## config.mk

```make
export PLATFORM = sky130hd
export DESIGN_NAME = operand_packer
export DESIGN_NICKNAME = d
export VERILOG_FILES = /design/src/rtl/operand_packer_pkg.sv /design/src/rtl/operand_packer.sv
export SDC_FILE = /design/constraint.sdc
export NUM_CORES = 1
export LEC_CHECK = 0
export BUFFER_PORTS_ARGS = -buffer_cell sky130_fd_sc_hd__buf_2
export CORE_MARGIN = 2
export CORE_UTILIZATION = 45
export CTS_CLUSTER_DIAMETER = 100
export DETAILED_ROUTE_END_ITERATION = 7
export GPL_TIMING_DRIVEN = 0
export PLACE_DENSITY = 0.73
export SYNTH_ARGS = -nofsm -noshare
export SYNTH_HDL_FRONTEND = slang
export SYNTH_SLANG_ARGS = --single-unit
```

## constraint.sdc

```tcl
create_clock -name clk -period 9.4 [get_ports clk]
set_input_delay 0.47 -clock clk [delete_from_list [all_inputs] [get_ports clk]]
set_output_delay 0.47 -clock clk [all_outputs]
set_load 0.01 [all_outputs]
```

## src/rtl/operand_packer_pkg.sv

```systemverilog
// Shared NPU operand-path definitions for operand_packer and adder_tree.
package operand_packer_pkg;

    localparam int NPU_DATA_WIDTH = 24;
    localparam int NPU_INPUT_NUM  = 15;

    typedef enum logic {
        FILL = 1'b0,
        HOLD = 1'b1
    } state_t;

    // LSB position of lane k in a packed bus of w-bit lanes.
    function automatic int lane_lsb(input int k, input int w);
        return k * w;
    endfunction

endpackage

```

## src/rtl/operand_packer.sv

```systemverilog
// Packs a serial signed operand stream into one INPUT_NUM-lane vector; m_valid rises 1 cycle after the closing beat.
// Backpressure: s_ready follows m_ready while a group is held; a same-cycle drain and refill costs no bubble.
module operand_packer
    import operand_packer_pkg::*;
#(
    parameter int INPUT_NUM        = NPU_INPUT_NUM,
    parameter int INPUT_DATA_WIDTH = NPU_DATA_WIDTH,
    parameter int CNT_WIDTH        = $clog2(INPUT_NUM + 1)
) (
    input  logic                                  clk,
    input  logic                                  rst,
    input  logic                                  s_valid,
    output logic                                  s_ready,
    input  logic signed [INPUT_DATA_WIDTH-1:0]    s_data,
    input  logic                                  s_last,
    output logic                                  m_valid,
    input  logic                                  m_ready,
    output logic [INPUT_NUM*INPUT_DATA_WIDTH-1:0] m_data,
    output logic [CNT_WIDTH-1:0]                  m_count,
    output logic                                  m_last
);

    localparam int DW = INPUT_NUM * INPUT_DATA_WIDTH;

    state_t                 state;
    logic [CNT_WIDTH-1:0]   idx;
    logic [DW-1:0]          lane_buf;
    logic [CNT_WIDTH-1:0]   cnt_q;
    logic                   last_q;
    logic                   in_fire;
    logic                   out_fire;
    logic                   closes;

    assign s_ready  = (state == FILL) | m_ready;
    assign m_valid  = (state == HOLD);
    assign in_fire  = s_valid & s_ready;
    assign out_fire = m_valid & m_ready;
    // idx is 0 while holding, so this also covers the refill beat and INPUT_NUM==1.
    assign closes   = s_last | (idx == CNT_WIDTH'(INPUT_NUM - 1));

    assign m_data  = lane_buf;
    assign m_count = cnt_q;
    assign m_last  = last_q;

    always_ff @(posedge clk) begin
        if (rst) begin
            state    <= FILL;
            idx      <= '0;
            lane_buf <= '0;
            cnt_q    <= '0;
            last_q   <= 1'b0;
        end else begin
            case (state)
                FILL: begin
                    if (in_fire) begin
                        lane_buf[lane_lsb(int'(idx), INPUT_DATA_WIDTH) +: INPUT_DATA_WIDTH] <= s_data;
                        if (closes) begin
                            state  <= HOLD;
                            idx    <= '0;
                            cnt_q  <= idx + 1'b1;
                            last_q <= s_last;
                        end else begin
                            idx <= idx + 1'b1;
                        end
                    end
                end
                HOLD: begin
                    if (out_fire) begin
                        lane_buf <= '0;
                        if (in_fire) begin
                            lane_buf[INPUT_DATA_WIDTH-1:0] <= s_data;
                        end
                        if (in_fire && closes) begin
                            state  <= HOLD;
                            idx    <= '0;
                            cnt_q  <= CNT_WIDTH'(1);
                            last_q <= s_last;
                        end else if (in_fire) begin
                            state  <= FILL;
                            idx    <= CNT_WIDTH'(1);
                            cnt_q  <= '0;
                            last_q <= 1'b0;
                        end else begin
                            state  <= FILL;
                            idx    <= '0;
                            cnt_q  <= '0;
                            last_q <= 1'b0;
                        end
                    end
                end
                default: state <= FILL;
            endcase
        end
    end

endmodule

```

==> impl_metrics.sql <==
INSERT INTO impl_metrics (metric_group, metric, value, unit) VALUES
('job', 'maximum_capacitance_violations', '0', ''),
('yosys', 'synth_enable_flop_cells', '0', ''),
('route', 'detail_route.first_pass.iterations', '6', ''),
('sta', 'final-setup-viol-count', '0', ''),
('worst_hold_path', 'min-delay-start', 's_last', ''),
('pwr', 'power_frac_seq', '0.453', ''),
('clock_network', 'cts.htree.levels', '2', ''),
('global_route', 'total_global_routing_overflow', '0', ''),
('pwr', 'combPwrFrac', '0.109', ''),
('floorplan', 'die_outline_area', '39200', 'um^2'),
('clock_network', 'cts_made_buffers', '40', ''),
('cells_and_area', 'nNetsFinal', '2424', ''),
('sta', 'worst_clock_skew', '0.0233', 'ns'),
('setup_path', 'startpoint_type', 'register', ''),
('setup_path', 'worst-endpoint-arrival', '8.04', 'ns'),
('global_route', 'grt_start_max_net_pins', '14', ''),
('setup_path', 'critical_path_peak_fanout', '10', ''),
('floorplan', 'core', '37400', 'um^2'),
('yosys', 'synth.top_cells.by_area', 'sky130_fd_sc_hd__dfxtp_1 (44%), sky130_fd_sc_hd__nand3_1 (7.1%), sky130_fd_sc_hd__a21oi_1 (6.2%)', ''),
('pwr', 'netSwitchingFraction', '0.279', ''),
('placement', 'place_congestion', '1.07', ''),
('floorplan', 'initial_utilization', '0.453', ''),
('setup_path', 'timing.rr.start', 'idx[2]', ''),
('clock_network', 'cts_buffer_depth', '3', ''),
('setup_path', 'ff2ff_setup_slack', '1.82', 'ns'),
('cells_and_area', 'filler_cell_count', '3493', ''),
('sta', 'fin_hold_ws', '0.221', 'ns'),
('global_route', 'grt_pass1_vias', '17300', ''),
('route', 'detail_route.iter0.violations', '1978', ''),
('route', 'via_per_inst', '6.34', ''),
('sta', 'hold_viol', '0', ''),
('setup_path', 'timing.critical_path.to_type', 'register', ''),
('floorplan', 'io-pin-count', '396', ''),
('yosys', 'synth_cell_type_count', '77', ''),
('floorplan', 'floorplan.die.height', '198', 'um'),
('yosys', 'netlist_top_cells_count', 'sky130_fd_sc_hd__dfxtp_1 (370), sky130_fd_sc_hd__nand3_1 (242), sky130_fd_sc_hd__a21oi_1 (211)', ''),
('sta', 'fmax', '132', 'MHz'),
('global_route', 'grt_use_total', '0.370', ''),
('sta', 'worst_slew_margin_rel', '0.0663', ''),
('route', 'drt_drc_violations_left', '0', ''),
('yosys', 'top_area_cell_type_share_of_the_netlist_area', '0.437', ''),
('route', 'vias', '18500', ''),
('clock_network', 'clock_sinks', '370', ''),
('cells_and_area', 'post-route-util', '0.554', ''),
('pwr', 'power_report.internal_total', '2530', 'uW'),
('yosys', 'synthMostInstantiatedCell', 'sky130_fd_sc_hd__dfxtp_1', ''),
('yosys', 'synth_top_cell_by_area', 'sky130_fd_sc_hd__dfxtp_1', ''),
('setup_path', 'crit_path_top_delay_cell', 'sky130_fd_sc_hd__a2111oi_4', ''),
('cells_and_area', 'area_growth_syn_to_layout', '22.2', '%'),
('yosys', 'post_synth.cell_area_avg', '8.61', 'um^2'),
('pwr', 'vdd.ir_drop.worst', '0.120', 'mV'),
('route', 'drt.antenna.violating_nets', '0', ''),
('yosys', 'seq_area_frac_synth', '0.437', ''),
('yosys', 'synthArstFlopShare', '0', ''),
('setup_path', 'worst_r2r_path_depth', '17', ''),
('worst_hold_path', 'holdPathEnd', 'm_last', ''),
('placement', 'port-buffer-count', '374', ''),
('clock_network', 'path_clk_slew', '0.06', 'ns'),
('yosys', 'netlist_area', '17000', 'um^2'),
('setup_path', 'worst_endpoint_required_time', '9.85', 'ns'),
('setup_path', 'max_stage_delay', '0.97', 'ns'),
('run_status', 'outcome', 'finished, final reports clean', ''),
('setup_path', 'cp_common_cell', 'sky130_fd_sc_hd__clkbuf_1', ''),
('pwr', 'total_leakage_power', '0.00833', 'uW'),
('yosys', 'syn_nets', '2008', ''),
('clock_network', 'clkLatencyLatePin', '0.58', 'ns'),
('setup_path', 'cp_top_family', 'buffers and inverters', ''),
('worst_hold_path', 'min_delay_path_class', 'primary input to register', ''),
('route', 'drt-wirelength-per-cell', '25.7', 'um'),
('yosys', 'synth_cells', '1970', ''),
('sta', 'timing_worst_slew_pin_value', '1.38', 'ns');
## how the worst max path moves through the flow
stage | to | slack (ns) | start | cells after the start
after floorplan | m_data[23] | 4.25 | idx[2] | 17
after global placement | m_data[135] | 2.28 | idx[2] | 17
after detailed placement | m_data[135] | 2.17 | idx[2] | 17
after CTS | m_data[135] | 2.13 | idx[2] | 17
after global routing | m_data[128] | 1.61 | idx[2] | 17
final | m_data[135] | 1.82 | idx[2] | 17
## metal layers
layer  share of wire  routed length [um]  vias to the layer above  GRT usage
met5               0                   0                        -          0
met3            0.11                8440                      279      0.101
li1                -                   -                     8210          -
met2            0.44               33000                     1180      0.581
met4           0.058                4370                        0      0.190
met1            0.39               29300                     8877      0.466
## cells by family (layout without fill, tap and decap cells)
logic type	after synthesis	count (layout)	synth area share
compound gates	667	667	0.279
xor+xnor	8	8	0.00672
fa+ha+maj	9	9	0.00709
buf+inv	223	664	0.0522
flops	370	370	0.437
mux	53	53	0.0314
other cells	0	1	0
simple gates	640	640	0.187
## placed cells by master, fill, tap and decap left out, types with 30 or more instances in the layout
master and n:
sky130_fd_sc_hd__o21ai_0 66, sky130_fd_sc_hd__dfxtp_1 370, sky130_fd_sc_hd__nor2_1 65, sky130_fd_sc_hd__o31ai_1 30
sky130_fd_sc_hd__a211oi_1 34, sky130_fd_sc_hd__o211ai_1 56, sky130_fd_sc_hd__a22o_1 87, sky130_fd_sc_hd__nand3_1 242
sky130_fd_sc_hd__clkbuf_1 156, sky130_fd_sc_hd__a21oi_1 211, sky130_fd_sc_hd__mux2i_1 51, sky130_fd_sc_hd__buf_2 394
sky130_fd_sc_hd__clkbuf_16 41, sky130_fd_sc_hd__nand2_1 161, sky130_fd_sc_hd__o2bb2ai_1 30
## worst register-to-register path, stage by stage (launching register included)
cell and delay (ns):
sky130_fd_sc_hd__dfxtp_1 0.39, sky130_fd_sc_hd__clkbuf_1 0.36, sky130_fd_sc_hd__clkbuf_1 0.37, sky130_fd_sc_hd__clkbuf_1 0.43
sky130_fd_sc_hd__inv_1 0.25, sky130_fd_sc_hd__fa_1 0.42, sky130_fd_sc_hd__buf_2 0.20, sky130_fd_sc_hd__xor2_2 0.53
sky130_fd_sc_hd__clkbuf_1 0.48, sky130_fd_sc_hd__a211oi_1 0.11, sky130_fd_sc_hd__ha_1 0.31, sky130_fd_sc_hd__clkbuf_1 0.53
sky130_fd_sc_hd__nand2_1 0.45, sky130_fd_sc_hd__a2111oi_4 0.97, sky130_fd_sc_hd__clkbuf_1 0.66, sky130_fd_sc_hd__nand4_1 0.61
sky130_fd_sc_hd__nand4_1 0.30, sky130_fd_sc_hd__o41ai_1 0.10
## registers in the layout, indices dropped and copies added, names as in the netlist
signal	cells
idx	4
m_count	4
m_data	360
m_last	1
m_valid	1
## power by group through the flow
stage	clock network [uW]	logic [uW]	registers (uW)
after floorplan	0	217	1630
after global placement	0	361	1620
after detailed placement	0	364	1620
after CTS	1530	365	1590
after global routing	1600	397	1590
final	1540	382	1590
## area by class of cell
type | instances | area [um^2] | area share
multi-input cells | 1377 | 8670 | 0.418
flip-flops and latches | 370 | 7410 | 0.357
repair buffers | 374 | 1870 | 0.0903
clock buffers | 54 | 1140 | 0.0552
plain buffers | 197 | 787 | 0.0380
well taps | 511 | 639 | 0.0309
clock inverters | 13 | 104 | 0.00501
inverters | 26 | 97.6 | 0.00471
diodes | 1 | 2.50 | 0.000121
## per-stage QoR
stage                     std cells  instance area [um^2]  worst slack [ns]  total power [uW]
final                          2923                 20700              1.82              3510
after global routing           2923                 20700              1.61              3590
after CTS                      2922                 20700              2.13              3490
after detailed placement       2855                 19500              2.17              1990
after global placement         2855                 19500              2.28              1980
after floorplan                1970                 17000              4.25              1840
(Power assumes the default switching activity.)
